[src/rtl/cfg_serial_tx.sv]
// cfg_serial_tx: holds the backend in reset after power-up, then shifts one start-bit-prefixed
// configuration frame out on o_sclk/o_sdout per request and waits for the backend's acknowledge.
module cfg_serial_tx #(
    parameter int FRAME_W     = 5,
    parameter int SCLK_DIV    = 4,
    parameter int RESET_HOLD  = 16,
    parameter int ACK_TIMEOUT = 256
) (
    input  logic               i_mainclk,
    input  logic               i_resetbFPGA,
    input  logic               i_start,
    input  logic [FRAME_W-1:0] i_data,
    input  logic               i_ready,
    output logic               o_resetbAll,
    output logic               o_sclk,
    output logic               o_sdout,
    output logic               o_busy,
    output logic               o_done,
    output logic               o_err
);
    localparam int BW = $clog2(FRAME_W + 2);
    localparam int DW = $clog2(SCLK_DIV + 1);
    localparam int HW = $clog2(RESET_HOLD + 1);
    localparam int TW = $clog2(ACK_TIMEOUT + 1);

    typedef enum logic [1:0] {HOLD, IDLE, SHIFT, WAIT_ACK} state_t;

    state_t           r_state;
    logic             r_rdy_meta;
    logic             r_rdy_sync;
    logic [FRAME_W:0] r_sh;
    logic [BW-1:0]    r_bit;
    logic [DW-1:0]    r_div;
    logic [HW-1:0]    r_hold;
    logic [TW-1:0]    r_to;

    always_ff @(posedge i_mainclk or negedge i_resetbFPGA) begin
        if (!i_resetbFPGA) begin
            r_rdy_meta <= 1'b0;
            r_rdy_sync <= 1'b0;
        end else begin
            r_rdy_meta <= i_ready;
            r_rdy_sync <= r_rdy_meta;
        end
    end

    always_ff @(posedge i_mainclk or negedge i_resetbFPGA) begin
        if (!i_resetbFPGA) begin
            r_state     <= HOLD;
            r_sh        <= '0;
            r_bit       <= '0;
            r_div       <= '0;
            r_hold      <= '0;
            r_to        <= '0;
            o_resetbAll <= 1'b0;
            o_sclk      <= 1'b0;
            o_sdout     <= 1'b0;
            o_busy      <= 1'b0;
            o_done      <= 1'b0;
            o_err       <= 1'b0;
        end else begin
            o_done <= 1'b0;
            o_err  <= 1'b0;
            case (r_state)
                HOLD: begin
                    o_busy <= 1'b1;
                    if (r_hold == HW'(RESET_HOLD - 1)) begin
                        o_resetbAll <= 1'b1;
                        o_busy      <= 1'b0;
                        r_state     <= IDLE;
                    end else begin
                        r_hold <= r_hold + 1'b1;
                    end
                end
                IDLE: begin
                    if (i_start) begin
                        r_sh    <= {1'b1, i_data};
                        o_sdout <= 1'b1;
                        o_busy  <= 1'b1;
                        r_div   <= '0;
                        r_bit   <= '0;
                        r_state <= SHIFT;
                    end
                end
                SHIFT: begin
                    if (r_div != DW'(SCLK_DIV - 1)) begin
                        r_div <= r_div + 1'b1;
                    end else begin
                        r_div <= '0;
                        if (!o_sclk) begin
                            o_sclk <= 1'b1;
                        end else if (r_bit == BW'(FRAME_W)) begin
                            o_sclk  <= 1'b0;
                            o_sdout <= 1'b0;
                            r_to    <= '0;
                            r_state <= WAIT_ACK;
                        end else begin
                            // next bit is launched together with the falling edge of o_sclk
                            o_sclk  <= 1'b0;
                            o_sdout <= r_sh[FRAME_W-1];
                            r_sh    <= {r_sh[FRAME_W-1:0], 1'b0};
                            r_bit   <= r_bit + 1'b1;
                        end
                    end
                end
                WAIT_ACK: begin
                    if (r_rdy_sync) begin
                        o_done  <= 1'b1;
                        o_busy  <= 1'b0;
                        r_state <= IDLE;
                    end else if (r_to == TW'(ACK_TIMEOUT - 1)) begin
                        o_err   <= 1'b1;
                        o_busy  <= 1'b0;
                        r_state <= IDLE;
                    end else begin
                        r_to <= r_to + 1'b1;
                    end
                end
                default: r_state <= HOLD;
            endcase
        end
    end
endmodule

[config.mk]
export PLATFORM = sky130hd
export DESIGN_NAME = cfg_serial_tx
export DESIGN_NICKNAME = d
export VERILOG_FILES = /design/src/rtl/cfg_serial_tx.sv
export SDC_FILE = /design/constraint.sdc
export NUM_CORES = 1
export LEC_CHECK = 0
export CORE_ASPECT_RATIO = 0.5
export CORE_MARGIN = 3
export CORE_UTILIZATION = 30
export CTS_BUF_LIST = sky130_fd_sc_hd__clkbuf_16
export CTS_CLUSTER_DIAMETER = 80
export DETAILED_ROUTE_END_ITERATION = 7
export REMOVE_ABC_BUFFERS = 1
export SYNTH_ARGS = -nofsm -noshare
export SYNTH_HDL_FRONTEND = slang
export SYNTH_SLANG_ARGS = --single-unit
[constraint.sdc]
create_clock -name i_mainclk -period 3.1 [get_ports i_mainclk]
set_clock_uncertainty 0.1 [all_clocks]
set_input_delay 0.62 -clock i_mainclk [delete_from_list [all_inputs] [get_ports i_mainclk]]
set_output_delay 0.62 -clock i_mainclk [all_outputs]
set_load 0.03 [all_outputs]
==> results.txt <==
most common cell after layout, fill and taps aside: dfrtp_1
DP HPWL: 2410 um
sequential share of the synthesized area: 49.3%
Synth cell types: 38
antenna viol nets, final: 0
layout cell share with drive strength beyond 1: 8.06%
FILL cells: 548
Slowest-stage cell, CP: or3b_1
delay of the slowest cell on the worst path: 0.41 ns
Top cell by count, worst path: ha_1
top cells by area, synth: dfrtp_1 49%, ha_1 8.5%, o21ai_0 3.7%, mux2i_1 3.4%, a21oi_1 2.8%
final hold violation count: 0
worst-path maximum fanout: 11
post-synthesis cell area: 1780 um2
Post-synth top flop: dfrtp_1
max-slew violations: 0
worst rel slew slack: 58.3%
top cell type's share of synthesized area: 49.3%
Yosys warnings: 0
DR iter-0 viols: 91
H-Tree Depth: 2
Yosys reg bits: 35
arrival time worst endpoint: 2.70 ns
hold-fix buffers at CTS: 0
max-cap viol count: 0
EDFF count, synth: 0
M3 GR Usage: 2.89%
Core ar.: 5610 um2
final WL: 3500 um
fin crit share: 85.8%
Async SR Flop Fraction: 100%
initial core utilization: 31.6%
Hold WS: 0.258 ns
first-pass GRT wire length: 6100 um
met1 GRT Util: 14.1%
crit start category: register
I/O Pins: 15
largest net degree at the start of global routing: 36
wire length per cell: 13.5 um
Clock Path Buffers: 2
Finished Layout Cells: 259
Cell Pwr Density: 894 nW/um2
Synth area leader: dfrtp_1
Mean Syn Cell Area: 10.6 um2
GRT busiest layer: met2
Highest Clock Rate: 376 MHz
leakage power: 0.000911 uW
Tightest Hold Check Type: register to register
outcome: complete, no violations
Placed Cells: 252
Die W: 115 um
DRT Pass-1 Iters: 4
die area: 6930 um2
Syn-to-layout area delta: 20.0%
Post-CTS Setup Inserts: 0
Final Net Count: 207
Sink Count: 35
CP Capture Type: register
grt ovf: 0
total number of vias: 1284
RSZ-0062 raised after global routing: no
Worst-Margin Slew: 0.625 ns
R2R Setup Slk: 0.44 ns
VDD IR max: 0.000220 V
CP Class: register to register
number of port buffers: 14
clock latency on the worst-skew pair: 0.27 ns
Antenna Cells: 0
commonest cells after routing, fill and taps aside: 35 x dfrtp_1, 14 x clkdlybuf4s50_1, 13 x o21ai_0
Via density: 4.96
setup violators final: 0
# DRC: 0
Setup TNS: 0 ns
met2 Usage GRT: 19.0%
CTS Buf Count: 5
CTS tree: built
crit-path cells: ha_1 -> nand3_1 -> nor2_1 -> ha_1 -> or3b_1 -> o21a_1 -> or2_2 -> o311ai_0
Final min period: 2.66 ns
initial antenna violation count: 0
vias in the first global route: 1306
die height: 60.4 um
final core utilization: 38.0%
Root Driver: clkbuf_16
row cnt: 19
Tot GR Track Use: 11.2%
Cells after Synth: 168
WP data required: 3.14 ns
Routability Congestion: 0.820
clock slew at reported path FFs: 0.05 ns
## synthesized netlist by cell type, types with 3 or more instances
cell	instances
nand2_1	12
ha_1	12
nor2_1	9
o21ai_0	13
mux2i_1	6
and3_1	3
and2_1	3
o21a_1	3
inv_1	6
nor2b_1	4
nand2b_1	6
nand3b_1	4
o311ai_0	3
a21oi_1	10
xnor2_1	4
dfrtp_1	35
o31ai_1	5
nand4_1	4
nand3_1	4
## sequential cells by signal (all words and copies together) (netlist names), 2 cells and up
| signal | cells |
|---|---|
| r_sh | 5 |
| r_state | 2 |
| r_to | 9 |
| r_bit | 3 |
| r_hold | 5 |
| r_div | 3 |
## cell families (layout without fill, tap and decap cells)
logic type	count (synthesis)	in the layout	share of synthesized area [%]
XOR/XNOR	4	4	1.97
multiplexers	7	7	4.02
buffers and inverters	11	29	2.82
AO/OA/AOI/OAI	42	42	15.4
adder cells (fa/ha/maj)	12	12	8.46
flip-flops	35	35	49.3
AND/OR/NAND/NOR	57	57	18.0
## critical path: cells and delay by family (launching register included)
kind                     cells  cell delay (ns)
adder cells (fa/ha/maj)      2             0.45
AO/OA/AOI/OAI                2             0.64
flip-flops                   1             0.39
AND/OR/NAND/NOR              4             0.95
## worst paths after layout
path | from | end | cells past startpoint
setup reg to reg | r_to[0] | r_to[6] | 8
hold / removal | r_rdy_meta | r_rdy_sync | 0
min in group asynchronous | i_resetbFPGA | r_sh[3] | 2
hold reg to reg | r_rdy_meta | r_rdy_sync | 0
max in group asynchronous | i_resetbFPGA | r_rdy_meta | 2
setup / recovery | r_to[0] | r_to[6] | 8
## routing by layer
layer | up-vias | wire length, um
met1 | 621 | 1620
li1 | 638 | -
met4 | 0 | 55
met3 | 7 | 121
met5 | - | 0
met2 | 18 | 1710
## power by group
| part | switching [uW] | total [uW] | internal, uW | leakage, uW |
|---|---|---|---|---|
| registers | 100 | 694 | 594 | 0.000446 |
| logic | 431 | 750 | 319 | 0.000397 |
| clock network | 172 | 461 | 288 | 0.0000671 |
| total | 704 | 1910 | 1200 | 0.000911 |
## what timing repair did
| action | CTS | global route |
|---|---|---|
| hold endpoints to repair | 0 | 0 |
| setup endpoints to repair | 0 | 2 |
| resized for setup | 0 | 1 |
## metrics by stage
step	setup WS (ns)	power [uW]	cell area, um2
2_1_floorplan	0.780	1220	1750
3_3_place_gp	0.525	1410	1990
3_5_place_dp	0.296	1450	1990
4_1_cts	0.284	1930	2130
5_1_grt	0.200	2050	2130
6_report	0.439	1910	2130
## final cells by class
cell class	instances	area [um2]	area share, %
repair buffers	16	155	7.28
flip-flops and latches	35	876	41.1
well taps	73	91.3	4.29
multi-input cells	122	852	40.0
clock buffers	5	125	5.87
inverters	6	22.5	1.06
clock inverters	2	8.76	0.411
(Power assumes the default switching activity.)
